$ cat src/rtl/express_box_mealy_fsm.sv
`default_nettype none
// ============================================================================
//  Module   : express_box_mealy_fsm
//  Purpose  : Parcel-locker controller for 16 lockers. Each deposit is given
//             a 4-digit hex password from an LFSR; a retrieval opens the
//             lowest occupied locker whose password matches the switches.
//             Drives occupancy LEDs and two multiplexed 4-digit 7-segment
//             groups, and exposes state and digit values for debug.
//  Ports    : clk            system clock
//             restart        synchronous active-low reset
//             check_bag, make_sure, get_bag, to_input   raw push buttons
//             user_password  password switches, [15:12] most significant
//             LED            LED[i]=1 when locker i+1 is occupied
//             segs0/segs1    right/left group segments {dp,g,f,e,d,c,b,a}
//             len            active-high digit enables, len[k] -> hexk
//             current_state  registered state code
//             next_state     combinational (Mealy) next state code
//             hex0..hex7     digit values being displayed (hex7 leftmost)
//  Revision : 1.0  initial release
// ============================================================================
module express_box_mealy_fsm #(
    parameter int          DEBOUNCE_CYCLES = 100000,
    parameter int          SCAN_DIV        = 50000,
    parameter logic [15:0] PW_SEED         = 16'hACE1
) (
    input  logic        clk,
    input  logic        restart,
    input  logic        check_bag,
    input  logic        make_sure,
    input  logic        get_bag,
    input  logic        to_input,
    input  logic [15:0] user_password,
    output logic [15:0] LED,
    output logic [7:0]  segs0,
    output logic [7:0]  segs1,
    output logic [7:0]  len,
    output logic [3:0]  current_state,
    output logic [3:0]  next_state,
    output logic [3:0]  hex0,
    output logic [3:0]  hex1,
    output logic [3:0]  hex2,
    output logic [3:0]  hex3,
    output logic [3:0]  hex4,
    output logic [3:0]  hex5,
    output logic [3:0]  hex6,
    output logic [3:0]  hex7
);

    localparam int DB_W   = (DEBOUNCE_CYCLES > 1) ? $clog2(DEBOUNCE_CYCLES) : 1;
    localparam int SCAN_W = (SCAN_DIV > 1) ? $clog2(SCAN_DIV) : 1;

    typedef enum logic [3:0] {
        S_IDLE  = 4'd0,
        S_ALLOC = 4'd1,
        S_FULL  = 4'd2,
        S_INPUT = 4'd3,
        S_OPEN  = 4'd4,
        S_ERROR = 4'd5
    } state_t;

    // ------------------------------------------------------------------
    // Button conditioning: 2-FF synchronizer, debouncer, rising-edge event
    // Bit order: 0 check_bag, 1 make_sure, 2 get_bag, 3 to_input
    // ------------------------------------------------------------------
    logic [3:0] btn_raw;
    logic [3:0] btn_evt;

    assign btn_raw = {to_input, get_bag, make_sure, check_bag};

    for (genvar b = 0; b < 4; b++) begin : g_btn
        logic            sync1_q, sync2_q, level_q, evt_q;
        logic [DB_W-1:0] cnt_q;

        always_ff @(posedge clk) begin
            if (!restart) begin
                sync1_q <= 1'b0;
                sync2_q <= 1'b0;
                level_q <= 1'b0;
                evt_q   <= 1'b0;
                cnt_q   <= '0;
            end else begin
                sync1_q <= btn_raw[b];
                sync2_q <= sync1_q;
                evt_q   <= 1'b0;
                // Counter only runs while the input disagrees with the
                // accepted level; any bounce back restarts the count.
                if (sync2_q == level_q) begin
                    cnt_q <= '0;
                end else if (cnt_q == DB_W'(DEBOUNCE_CYCLES - 1)) begin
                    cnt_q   <= '0;
                    level_q <= sync2_q;
                    evt_q   <= sync2_q;
                end else begin
                    cnt_q <= cnt_q + 1'b1;
                end
            end
        end

        assign btn_evt[b] = evt_q;
    end

    logic ev_check, ev_make, ev_get, ev_to;
    assign ev_check = btn_evt[0];
    assign ev_make  = btn_evt[1];
    assign ev_get   = btn_evt[2];
    assign ev_to    = btn_evt[3];

    // ------------------------------------------------------------------
    // Datapath state
    // ------------------------------------------------------------------
    state_t      state_q, state_d;
    logic [3:0]  slot_q;
    logic [15:0] led_q;
    logic [15:0] lfsr_q;
    logic [15:0] pw_q [16];
    logic [15:0] lfsr_next;

    assign lfsr_next = {lfsr_q[14:0], lfsr_q[15] ^ lfsr_q[13] ^ lfsr_q[12] ^ lfsr_q[10]};

    // Lowest free slot, lowest matching occupied slot and free count.
    // Scanning downward lets the lowest index overwrite higher ones.
    logic       free_found, match_found;
    logic [3:0] free_idx, match_idx;
    logic [4:0] free_cnt;

    always_comb begin
        free_found  = 1'b0;
        free_idx    = '0;
        match_found = 1'b0;
        match_idx   = '0;
        free_cnt    = '0;
        for (int i = 15; i >= 0; i--) begin
            if (!led_q[i]) begin
                free_found = 1'b1;
                free_idx   = 4'(i);
            end
            if (led_q[i] && (pw_q[i] == user_password)) begin
                match_found = 1'b1;
                match_idx   = 4'(i);
            end
            free_cnt = free_cnt + {4'd0, ~led_q[i]};
        end
    end

    // Mealy next-state: within each state the earlier test has priority.
    always_comb begin
        state_d = state_q;
        case (state_q)
            S_IDLE: begin
                if (ev_check)    state_d = free_found ? S_ALLOC : S_FULL;
                else if (ev_get) state_d = S_INPUT;
            end
            S_ALLOC: begin
                if (ev_make || ev_check) state_d = S_IDLE;
            end
            S_FULL, S_OPEN: begin
                if (ev_make) state_d = S_IDLE;
            end
            S_INPUT: begin
                if (ev_to)         state_d = match_found ? S_OPEN : S_ERROR;
                else if (ev_check) state_d = S_IDLE;
            end
            S_ERROR: begin
                if (ev_to)        state_d = match_found ? S_OPEN : S_ERROR;
                else if (ev_make) state_d = S_IDLE;
            end
            default: state_d = S_IDLE;
        endcase
    end

    always_ff @(posedge clk) begin
        if (!restart) begin
            state_q <= S_IDLE;
            slot_q  <= '0;
            led_q   <= '0;
            lfsr_q  <= PW_SEED;
            for (int i = 0; i < 16; i++) pw_q[i] <= '0;
        end else begin
            state_q <= state_d;
            case (state_q)
                S_IDLE: begin
                    if (ev_check && free_found) slot_q <= free_idx;
                end
                S_ALLOC: begin
                    if (ev_make) begin
                        led_q[slot_q] <= 1'b1;
                        pw_q[slot_q]  <= lfsr_q;
                        lfsr_q        <= lfsr_next;
                    end
                end
                S_INPUT, S_ERROR: begin
                    if (ev_to && match_found) begin
                        led_q[match_idx] <= 1'b0;
                        pw_q[match_idx]  <= '0;
                        slot_q           <= match_idx;
                    end
                end
                default: ;
            endcase
        end
    end

    // ------------------------------------------------------------------
    // Display digits
    // ------------------------------------------------------------------
    function automatic logic [7:0] to_dec(input logic [4:0] v);
        if (v >= 5'd10) to_dec = {4'd1, 4'(v - 5'd10)};
        else            to_dec = {4'd0, v[3:0]};
    endfunction

    function automatic logic [7:0] seg7(input logic [3:0] d);
        case (d)
            4'h0: seg7 = 8'h3F;  4'h1: seg7 = 8'h06;  4'h2: seg7 = 8'h5B;  4'h3: seg7 = 8'h4F;
            4'h4: seg7 = 8'h66;  4'h5: seg7 = 8'h6D;  4'h6: seg7 = 8'h7D;  4'h7: seg7 = 8'h07;
            4'h8: seg7 = 8'h7F;  4'h9: seg7 = 8'h6F;  4'hA: seg7 = 8'h77;  4'hB: seg7 = 8'h7C;
            4'hC: seg7 = 8'h39;  4'hD: seg7 = 8'h5E;  4'hE: seg7 = 8'h79;  default: seg7 = 8'h71;
        endcase
    endfunction

    logic [3:0] hex [8];
    logic [4:0] slot_p1;

    assign slot_p1 = {1'b0, slot_q} + 5'd1;

    always_comb begin
        for (int i = 0; i < 8; i++) hex[i] = '0;
        case (state_q)
            S_IDLE:  {hex[1], hex[0]} = to_dec(free_cnt);
            S_ALLOC: begin
                {hex[7], hex[6], hex[5], hex[4]} = lfsr_q;
                {hex[1], hex[0]}                 = to_dec(slot_p1);
            end
            S_FULL:  for (int i = 0; i < 8; i++) hex[i] = 4'hF;
            S_INPUT: {hex[3], hex[2], hex[1], hex[0]} = user_password;
            S_OPEN:  {hex[1], hex[0]} = to_dec(slot_p1);
            S_ERROR: begin
                {hex[7], hex[6], hex[5], hex[4]} = 16'hEEEE;
                {hex[3], hex[2], hex[1], hex[0]} = user_password;
            end
            default: ;
        endcase
    end

    // ------------------------------------------------------------------
    // Digit scan: both groups share one slot index
    // ------------------------------------------------------------------
    logic [SCAN_W-1:0] scan_cnt_q;
    logic [1:0]        scan_k_q;

    always_ff @(posedge clk) begin
        if (!restart) begin
            scan_cnt_q <= '0;
            scan_k_q   <= '0;
        end else if (scan_cnt_q == SCAN_W'(SCAN_DIV - 1)) begin
            scan_cnt_q <= '0;
            scan_k_q   <= scan_k_q + 2'd1;
        end else begin
            scan_cnt_q <= scan_cnt_q + 1'b1;
        end
    end

    assign len   = {4'b0001 << scan_k_q, 4'b0001 << scan_k_q};
    assign segs0 = seg7(hex[{1'b0, scan_k_q}]);
    assign segs1 = seg7(hex[{1'b1, scan_k_q}]);

    assign LED           = led_q;
    assign current_state = state_q;
    assign next_state    = state_d;
    assign hex0 = hex[0];
    assign hex1 = hex[1];
    assign hex2 = hex[2];
    assign hex3 = hex[3];
    assign hex4 = hex[4];
    assign hex5 = hex[5];
    assign hex6 = hex[6];
    assign hex7 = hex[7];

endmodule
`default_nettype wire

$ cat config.mk
export PLATFORM = sky130hd
export DESIGN_NAME = express_box_mealy_fsm
export DESIGN_NICKNAME = d
export VERILOG_FILES = /design/src/rtl/express_box_mealy_fsm.sv
export SDC_FILE = /design/constraint.sdc
export NUM_CORES = 1
export LEC_CHECK = 0
export CORE_UTILIZATION = 50
export DETAILED_ROUTE_END_ITERATION = 16
export PLACE_DENSITY = 0.72
export SLEW_MARGIN = 20
export SYNTH_ARGS = -nofsm -noshare
export SYNTH_HDL_FRONTEND = slang
export SYNTH_SLANG_ARGS = --single-unit
$ cat constraint.sdc
create_clock -name clk -period 6.63 [get_ports clk]
set_input_delay 1.326 -clock clk [delete_from_list [all_inputs] [get_ports clk]]
set_output_delay 1.326 -clock clk [all_outputs]
set_load 0.005 [all_outputs]
==> metrics.txt <==
Initial DRT Pass Iterations=6; ANT cells=0; Hold-fix buffers, CTS=0; Core ar.=0.0432 mm²; CTS tree=yes; ys async rst share=0; I/O pin count=102; PnR Total Power=5560 µW; pin count of the biggest net entering global routing=67; non-filler cells, final=2,913; area of the mapped netlist=0.0220 mm²; Seq cells post-synth=398; status=finished with violations; critical path cell sequence=inv_2, fa_1, inv_1, fa_1, fa_1, inv_1, fa_1, ha_2, fa_2, xnor2_4, ha_4, inv_2, a31o_4, a21oi_4, a31oi_4, xnor2_2, a21boi_1, a21oi_2, inv_2, ha_4, mux2_4, a211oi_4, buf_2; maximum clock frequency=138 MHz; Worst R2R Setup Slack=2.46 ns; GRT Overall Usage=0.287; Slew HR=0.262; Synth Area per Inst=10.1 µm²; required time worst endpoint=5.30 ns; crit-path max FO=3; grt ovf=0; initial cell density of the core=0.509; Final min period=7.24 ns; Clock Path Buffers=3; Die ar.=0.0448 mm²; crit end category=output port; vias in the first global route=17,000; vias per cell=5.99; top_reg_cell synth=edfxtp_1; Static Leak=0.00910 µW; area added between synthesis and finish=16.4%; Crit path depth=23; CP most frequent cell=fa_1; Die Span Y=212 µm; # H-tree levels=2; routed wire length=63,800 µm; family with the most delay on the worst path=adder cells; Tcrit/Tclk final=1.09; Pwr Density=217 mW/mm²; Syn Inst Count=2,168; Placed Instances=2,824; IO Port Bufs=98; Reg2Reg Launch Point=pw_q[13][3]; drt wl/cell=21.9 µm; DIE WIDTH=212 µm; YS warnings=0; crit path DAT=5.91 ns; Worst Reg-to-Reg Cells=10; Buf/Inv on CP=6; sequential-to-total area share from yosys stat=0.479; layout cell share with drive strength beyond 1=0.126; drt initial violations=1,868; CP startpoint=LED[8]; final-report max-slew violation count=0; Hold Fails Final Rpt=0; Max IR drop VDD=0.243 mV; worst setup path endpoint=segs0[3]; Min-Delay Startpoint=g_btn[3].sync1_q; Fin Clk Skew=0.0140 ns; Inserted Clock Buffers=42; failing checks=negative setup slack; TritonCTS Sinks=398; gpl congestion=0.936; CP Class=flop to output port; EDFF count, synth=256; Slew @ Worst Pin=1.10 ns; # Max-Cap Violations=0; DRC violations left=0; first-pass GRT wire length=97,800 µm; root buf cell=clkbuf_16; CP startpoint kind=flop; Worst path slowest cell=fa_1; unique cell type count in the Yosys netlist=77; DR vias=17,500; Final #Nets=2,363; RSZ-0062 raised after global routing=yes; R2R Path End=pw_q[15][0]; initial antenna violation count=1; type of the worst min-delay path=flop to flop; row count=76; Clock Latency Late Sink=0.58 ns; final worst setup slack=-0.609 ns; antenna viol nets, final=0; Setup violations, final=7; clk slew on worst S/H paths=0.06 ns; slowest stage delay, CP=0.53 ns; Detail Placement HPWL=42,400 µm
registers in the layout, summed over array words and instances, names as in the netlist:
name	flops
g_btn.sync1_q	4
slot_q	4
g_btn.cnt_q	68
LED	16
scan_k_q	2
current_state	4
ev_get	1
scan_cnt_q	16
g_btn.sync2_q	4
g_btn.level_q	4
ev_to	1
pw_q	256
lfsr_q	16
ev_make	1
ev_check	1
placed cells by master, fill, tap and decap left out, drive strengths merged, types with 71 or more instances in the layout:
master	instances
clkdlybuf4s50	86
nor2	150
nand3	77
nor3	194
nand2	137
edfxtp	256
xor2	159
dfxtp	142
and3	89
buf	132
nand4	71
xnor2	176
through the flow:
step	hold WS, ns	utilization	worst slack [ns]	area, µm²	setup TNS (ns)
global route	0.456	0.593	-0.851	25600	-5.64
floorplan	0.412	-	0.00344	22000	0
detailed placement	0.426	0.554	-0.701	23900	-3.38
finish	0.443	0.593	-0.609	25600	-3.54
CTS	0.440	0.590	-0.759	25500	-4.57
global placement	0.417	0.554	-0.517	23900	-2.43
Yosys cell counts, drive strengths merged (32+ instances only):
cell type,number,area [µm²]
edfxtp,256,7690
nor3,194,1080
xnor2,176,1540
xor2,159,1390
nor2,150,563
dfxtp,142,2840
nand2,137,514
and3,89,557
nand3,77,390
clkbuf,72,274
nand4,71,444
buf,70,473
o21ai,66,330
a21oi,63,327
and2,53,332
nor4,50,313
inv,47,176
ha,37,463
a21o,32,240
what timing repair did:
item	4_1_cts	5_1_grt
cloned	0	0
pin swaps	24	13
buffers inserted	8	5
setup endpoints to repair	11	11
resized for setup	75	19
cell type report:
cell class | instances | area, µm²
sequential | 398 | 10500
clock buffer | 53 | 1150
clock inverter | 25 | 204
tap | 585 | 732
multi-input combinational | 1581 | 10800
timing repair buffer | 221 | 1980
fill | 3641 | 17600
inverter | 50 | 188
routing by layer:
layer	vias to the layer above	GRT usage	part of all wire
li1	8017	-	-
met1	8460	0.359	0.38
met2	800	0.486	0.49
met3	184	0.0513	0.091
met4	2	0.127	0.044
met5	-	0	0.00017
cell families (layout without fill, tap and decap cells):
group / after synthesis / count (layout) / share of synthesized area
other: 1 / 4 / 0.000171
multiplexers: 30 / 30 / 0.0162
buffers and inverters: 192 / 349 / 0.0425
AND/OR/NAND/NOR: 938 / 938 / 0.233
adder cells (fa/ha/maj): 47 / 47 / 0.0302
XOR/XNOR: 335 / 335 / 0.134
AO/OA/AOI/OAI: 227 / 227 / 0.0654
flip-flops: 398 / 398 / 0.479
where the power goes:
part | internal [µW] | switching, µW
logic | 179 | 281
clock network | 1320 | 1010
registers | 2720 | 45.5
total | 4220 | 1340
worst min-delay path by stage:
stage | to | slack, ns | cells past startpoint
2_1_floorplan | g_btn[0].sync2_q | 0.41 | 1
3_3_place_gp | g_btn[2].sync2_q | 0.42 | 1
3_5_place_dp | g_btn[2].sync2_q | 0.43 | 1
4_1_cts | g_btn[2].sync2_q | 0.44 | 1
5_1_grt | g_btn[2].sync2_q | 0.46 | 1
6_report | g_btn[3].sync2_q | 0.44 | 1
No activity file was read; power rests on OpenSTA's default activity.
